===== config.mk =====
export PLATFORM = sky130hd
export DESIGN_NAME = scan_display_mux
export DESIGN_NICKNAME = d
export VERILOG_FILES = /design/src/rtl/scan_display_mux.sv
export SDC_FILE = /design/constraint.sdc
export NUM_CORES = 1
export LEC_CHECK = 0
export ABC_AREA = 1
export BUFFER_PORTS_ARGS = -buffer_cell sky130_fd_sc_hd__buf_2
export CAP_MARGIN = 5
export CORE_MARGIN = 4
export CORE_UTILIZATION = 45
export CTS_BUF_LIST = sky130_fd_sc_hd__clkbuf_4
export DETAILED_ROUTE_END_ITERATION = 12
export SYNTH_ARGS = -nofsm -noshare
export SYNTH_HDL_FRONTEND = slang
export SYNTH_SLANG_ARGS = --single-unit

===== constraint.sdc =====
create_clock -name clk -period 5.7 [get_ports clk]
set_clock_uncertainty 0.1 [all_clocks]
set_input_delay 0.285 -clock clk [delete_from_list [all_inputs] [get_ports clk]]
set_output_delay 0.285 -clock clk [all_outputs]
set_load 0.03 [all_outputs]

===== src/rtl/scan_display_mux.sv =====
// Time-multiplexed N-digit common-cathode 7-segment driver with dead time, PWM
// brightness, per-digit blanking, decimal points, leading-zero suppression and frame snapshots.
module scan_display_mux #(
  parameter int unsigned CLK_FREQ     = 50_000_000,
  parameter int unsigned NUM_DIGITS   = 4,
  parameter int unsigned REFRESH_HZ   = 400,
  parameter int unsigned BLANK_CYCLES = 16,
  parameter int unsigned BRIGHT_W     = 4
) (
  input  logic                    clk,
  input  logic                    rst,
  input  logic [4*NUM_DIGITS-1:0] value,
  input  logic [NUM_DIGITS-1:0]   dp_in,
  input  logic [NUM_DIGITS-1:0]   blank_mask,
  input  logic                    lzs_en,
  input  logic [BRIGHT_W-1:0]     brightness,
  output logic [6:0]              seg,
  output logic                    dp,
  output logic [NUM_DIGITS-1:0]   digit_en,
  output logic                    frame_start
);

  localparam int unsigned SLOT_CYC = CLK_FREQ / (REFRESH_HZ * NUM_DIGITS);
  localparam int unsigned ACTIVE   = SLOT_CYC - BLANK_CYCLES;
  localparam int unsigned CNT_W    = $clog2(SLOT_CYC);
  localparam int unsigned IDX_W    = $clog2(NUM_DIGITS);
  localparam int unsigned PWM_W    = CNT_W + BRIGHT_W;

  localparam logic [1:0] S_LOAD  = 2'd0;
  localparam logic [1:0] S_BLANK = 2'd1;
  localparam logic [1:0] S_DRIVE = 2'd2;

  generate
    if (SLOT_CYC <= BLANK_CYCLES + 1) begin : g_bad_timing
      $error("scan_display_mux: digit slot too short for the requested dead time");
    end
    if (NUM_DIGITS < 2 || BLANK_CYCLES < 1) begin : g_bad_params
      $error("scan_display_mux: NUM_DIGITS must be >= 2 and BLANK_CYCLES >= 1");
    end
  endgenerate

  logic [1:0]              state, state_nxt;
  logic [CNT_W-1:0]        cnt, cnt_nxt;
  logic [IDX_W-1:0]        idx, idx_nxt;
  logic                    load;

  logic [4*NUM_DIGITS-1:0] value_s;
  logic [NUM_DIGITS-1:0]   dp_s;
  logic [NUM_DIGITS-1:0]   blank_s;
  logic                    lzs_s;
  logic [BRIGHT_W-1:0]     bright_s;

  logic [3:0]              nib [NUM_DIGITS];
  logic [NUM_DIGITS-1:0]   zero_up;
  logic [NUM_DIGITS-1:0]   supp;
  logic                    pwm_on;
  logic                    lit;

  function automatic logic [6:0] hex7(input logic [3:0] n);
    case (n)
      4'h0: hex7 = 7'h7E;  4'h1: hex7 = 7'h30;  4'h2: hex7 = 7'h6D;  4'h3: hex7 = 7'h79;
      4'h4: hex7 = 7'h33;  4'h5: hex7 = 7'h5B;  4'h6: hex7 = 7'h5F;  4'h7: hex7 = 7'h70;
      4'h8: hex7 = 7'h7F;  4'h9: hex7 = 7'h7B;  4'hA: hex7 = 7'h77;  4'hB: hex7 = 7'h1F;
      4'hC: hex7 = 7'h4E;  4'hD: hex7 = 7'h3D;  4'hE: hex7 = 7'h4F;  default: hex7 = 7'h47;
    endcase
  endfunction

  // State register
  always_ff @(posedge clk or posedge rst) begin
    if (rst) begin
      state <= S_LOAD;
      cnt   <= '0;
      idx   <= '0;
    end else begin
      state <= state_nxt;
      cnt   <= cnt_nxt;
      idx   <= idx_nxt;
    end
  end

  // Next-state: load slot, then per digit a dead-time phase followed by a drive phase
  always_comb begin
    state_nxt = state;
    cnt_nxt   = cnt;
    idx_nxt   = idx;
    load      = 1'b0;
    case (state)
      S_LOAD: begin
        load      = 1'b1;
        idx_nxt   = '0;
        cnt_nxt   = '0;
        state_nxt = S_BLANK;
      end
      S_BLANK: begin
        if (cnt == CNT_W'(BLANK_CYCLES - 1)) begin
          cnt_nxt   = '0;
          state_nxt = S_DRIVE;
        end else begin
          cnt_nxt = cnt + CNT_W'(1);
        end
      end
      S_DRIVE: begin
        if (cnt == CNT_W'(ACTIVE - 1)) begin
          cnt_nxt = '0;
          if (idx == IDX_W'(NUM_DIGITS - 1)) begin
            state_nxt = S_LOAD;
          end else begin
            idx_nxt   = idx + IDX_W'(1);
            state_nxt = S_BLANK;
          end
        end else begin
          cnt_nxt = cnt + CNT_W'(1);
        end
      end
      default: begin
        state_nxt = S_LOAD;
        cnt_nxt   = '0;
        idx_nxt   = '0;
      end
    endcase
  end

  // Frame snapshot, so a frame never mixes old and new input values
  always_ff @(posedge clk or posedge rst) begin
    if (rst) begin
      value_s  <= '0;
      dp_s     <= '0;
      blank_s  <= '0;
      lzs_s    <= 1'b0;
      bright_s <= '0;
    end else if (load) begin
      value_s  <= value;
      dp_s     <= dp_in;
      blank_s  <= blank_mask;
      lzs_s    <= lzs_en;
      bright_s <= brightness;
    end
  end

  // zero_up[i]: nibbles i..NUM_DIGITS-1 of the snapshot are all zero
  always_comb begin
    for (int i = 0; i < NUM_DIGITS; i++) begin
      nib[i] = value_s[4*i +: 4];
    end
    zero_up = '0;
    zero_up[NUM_DIGITS-1] = (nib[NUM_DIGITS-1] == 4'h0);
    for (int i = NUM_DIGITS - 2; i >= 0; i--) begin
      zero_up[i] = zero_up[i+1] && (nib[i] == 4'h0);
    end
    supp = lzs_s ? (zero_up & ~NUM_DIGITS'(1)) : '0;
  end

  // Outputs are decided from the upcoming state so they line up with the state register
  always_comb begin
    pwm_on = ((PWM_W'(cnt_nxt) << BRIGHT_W) < (PWM_W'(bright_s) * PWM_W'(ACTIVE)));
    lit    = (state_nxt == S_DRIVE) && pwm_on && !blank_s[idx_nxt] && !supp[idx_nxt];
  end

  always_ff @(posedge clk or posedge rst) begin
    if (rst) begin
      seg         <= '0;
      dp          <= 1'b0;
      digit_en    <= '0;
      frame_start <= 1'b0;
    end else begin
      seg         <= lit ? hex7(nib[idx_nxt]) : 7'h00;
      dp          <= lit && dp_s[idx_nxt];
      digit_en    <= lit ? (NUM_DIGITS'(1) << idx_nxt) : '0;
      frame_start <= (state == S_LOAD);
    end
  end

endmodule


==> results.md <==
* Reg2reg setup slack at 1.41 ns
* Worst setup path category: flip-flop to flip-flop
* Worst R2R Path Depth at 23
* Finished Layout Cells at 684
* Core footprint at 0.00834 sq mm
* CP peak stage delay at 0.55 ns
* Hold Path Class: input port to asynchronous set/reset pin
* Pwr Density at 206 mW/mm^2
* Main combinational cell family by area after synthesis: simple AND/OR/NAND/NOR gates
* #FFs+latches synth at 61
* Area grow syn2layout at 17.9%
* Adder-cell share of the synthesized area at 13.7%
* Total die area at 0.0103 sq mm
* Failing checks: hold timing
* Residual DRC count at 0
* Drt wl/cell at 12.4 microns
* CTS Sinks at 61
* RR Endpoint: seg[6]
* N_diodes at 0
* Post-Syn Nets at 575
* Vias in the first global route at 3199
* DP Cell Count at 644
* Synth Warn # at 0
* Mux cell area share after synthesis at 0%
* Worst r2r src: bright_s[2]
* Maximum VDD drop at 0.136 mV
* Syn Area/Cell at 7.81 sq um
* CTS resizes at 0
* IO Port Bufs at 43
* Congestion Overflow GR at 0
* Crit. End Element: flip-flop
* Register area share after synthesis at 38.8%
* Power, Total at 0.953 mW
* Most frequent CP cell: nand2_1
* EDFF count, synth at 0
* Chip height at 101 microns
* Fin crit share at 75.3%
* Clock Pin Slew Worst Setup and Hold Paths at 0.10 ns
* Via count at 3346
* CTS tree: yes
* Unrepaired setup endpoints after global routing: false
* Die X at 101 microns
* Fin util at 55.6%
* Outcome: complete, but fails checks
* H-tree lvl count at 3
* Critical-path top delay cell: fa_1
* Ys async rst share at 100%
* Placed wire-length estimate at 6400 microns
* Post-synthesis compound-gate area fraction at 6.97%
* Synth Flop Type: dfrtp_1
* I/O Pins at 44
* Worst-margin pin slew at 0.755 ns
* First-pass GRT wire length at 14900 microns
* Setup violators final at 0
* Rows at 33
* Initial antenna violation count at 0
* Slew HR at 49.6%
* CP Cell Sequence: fa_1 -> inv_1 -> fa_1 -> inv_1 -> ha_1 -> nand2_1 -> o21ai_0 -> nand2_1 -> nand2_1 -> a21oi_1 -> xor2_1 -> ha_1 -> a21oi_1 -> o21ai_0 -> nor2_1 -> nand3_1 -> a21oi_1 -> nand3_1 -> nor2_1 -> nand2_1 -> nor2_2 -> nand2_1 -> nor2_1
* Worst-path maximum fanout at 6
* Final Hold Viols at 4
* Number of DRC markers in iteration 0 at 151
* Met1 usage at 26.7%
* Max Cap Viol at 0
* Mapped Area at 0.00393 sq mm
* Layout cells sized above 1 at 15.9%
* Worst hold margin at -0.00557 ns
* Global Route Usage Sum at 18.2%
* Routed vias/inst at 4.89
* CTS Root Cell: clkbuf_4
* CTS Buffer Depth at 2
* Met2 Resource Use GR at 27.2%
* Largest net degree at the start of global routing at 62
* Post-Synth XOR/XNOR Area at 2.45%
* Critical Path Source Type: flip-flop
* CTS Buf Count at 9
* Most frequent cells in the layout: nand2_1 (131), inv_1 (62), dfrtp_1 (61)
* Met3 layer usage reported by global route at 3.65%
* Commonest non-fill, non-tap cell in the layout: nand2_1
* WP data required at 5.93 ns
* Initial Utilization at 47.2%
* Post-Synthesis Cells at 504
* Leakage power figure at 2.47 nW
* Routed Antenna Nets at 0
* Fill cell count at 802
* Yosys cell types at 37
* Global routing's busiest layer: met2
* Nets@finish at 646
* Maximum clock rate at 0.233 GHz
* Final TNS setup at 0 ns
* Simple-gate share of the synthesized area at 30.1%
* Worst EP arrival at 4.52 ns
* Post-layout min period at 4.29 ns
* Final max-slew violation count at 0
* WL final at 8500 microns
* Final GP Congestion at 0.902
* Clk Latency, worst-skew pair at 0.39 ns
* DRT Pass-1 Iters at 4
==> synthesized netlist by cell type, types with 2 or more instances <==
cell      count  area share [%]
a21oi_1      17             2.2
buf_6         2            0.57
clkbuf_1      7            0.67
dfrtp_1      61              39
fa_1          5             2.5
ha_1         35              11
inv_1        63             6.0
inv_2         4            0.38
nand2_1     131              12
nand2_2      13             2.1
nand2_4       3            0.86
nand3_1      40             5.1
nand4_1       6            0.95
nor2_1       50             4.8
nor2_2        6            0.95
nor3_1        5            0.64
nor3b_1       2            0.38
o21ai_0      23             2.9
o21ai_1       2            0.25
o22ai_1       3            0.48
xnor2_1       4            0.89
xor2_1        7             1.6
==> cells by family after synthesis <==
group,after synthesis
buffers and inverters,79
adder cells (fa/ha/maj),40
AND/OR/NAND/NOR,263
XOR/XNOR,11
flip-flops,61
AO/OA/AOI/OAI,50
==> layout make-up <==
type                       instances  area, sq um  share of cell area, %
multi-input combinational        364         2090                   45.1
clock buffer                       9         67.6                   1.46
inverter                          69          262                   5.64
tap                              105          131                   2.83
clock inverter                     6         78.8                   1.70
timing repair buffer              70          480                   10.4
sequential                        61         1530                   32.9
==> per-layer routing <==
layer,vias to the layer above,routed length (microns)
met5,-,0
met3,13,422
met1,1517,4300
met4,0,138
li1,1741,-
met2,75,3650
==> worst max-delay path by stage <==
stage / cells past startpoint / from / endpoint / slack [ns]
6_report: 23 / bright_s[2] / seg[6] / 1.41
4_1_cts: 23 / bright_s[2] / seg[6] / 1.36
2_1_floorplan: 23 / bright_s[2] / seg[1] / 1.82
3_3_place_gp: 23 / bright_s[2] / seg[1] / 1.49
3_5_place_dp: 23 / bright_s[2] / seg[6] / 1.38
5_1_grt: 23 / bright_s[2] / seg[1] / 1.02
==> power breakdown <==
part	switching (mW)	total [mW]	internal, mW	leakage [nW]
Combinational	0.0967	0.170	0.0736	1.62
Clock	0.155	0.327	0.172	0.0830
Sequential	0.00875	0.456	0.447	0.761
==> critical path, delay by kind of cell (launching register included) <==
kind                       cells  cell delay [ns]
and+or+nand+nor               11             1.04
DFF                            1             0.48
AOI/OAI and AO/OA              5             0.67
adders and majority gates      4             1.69
xor gates and xnor gates       1             0.14
buffers and inverters          2             0.10
==> flip-flops by register name, indices dropped and copies added, names as in the netlist <==
name,flops
value_s,16
state,2
lzs_s,1
frame_start,1
cnt,15
idx,2
seg,7
dp_s,4
bright_s,4
blank_s,4
dp,1
digit_en,4
==> what timing repair did <==
action	CTS	global route
buffers inserted	0	0
hold buffers	25	0
hold endpoints to repair	25	0
==> through the flow <==
| step | hold slack (ns) | cell area, sq um | worst slack [ns] |
|---|---|---|---|
| after floorplan | 0.302 | 3930 | 1.82 |
| after global placement | 0.370 | 4240 | 1.49 |
| after detailed placement | 0.368 | 4240 | 1.38 |
| after CTS | 0.000981 | 4640 | 1.36 |
| after global routing | 0.0199 | 4640 | 1.02 |
| final | -0.00557 | 4640 | 1.41 |
Power figures use the tool's default switching activity.
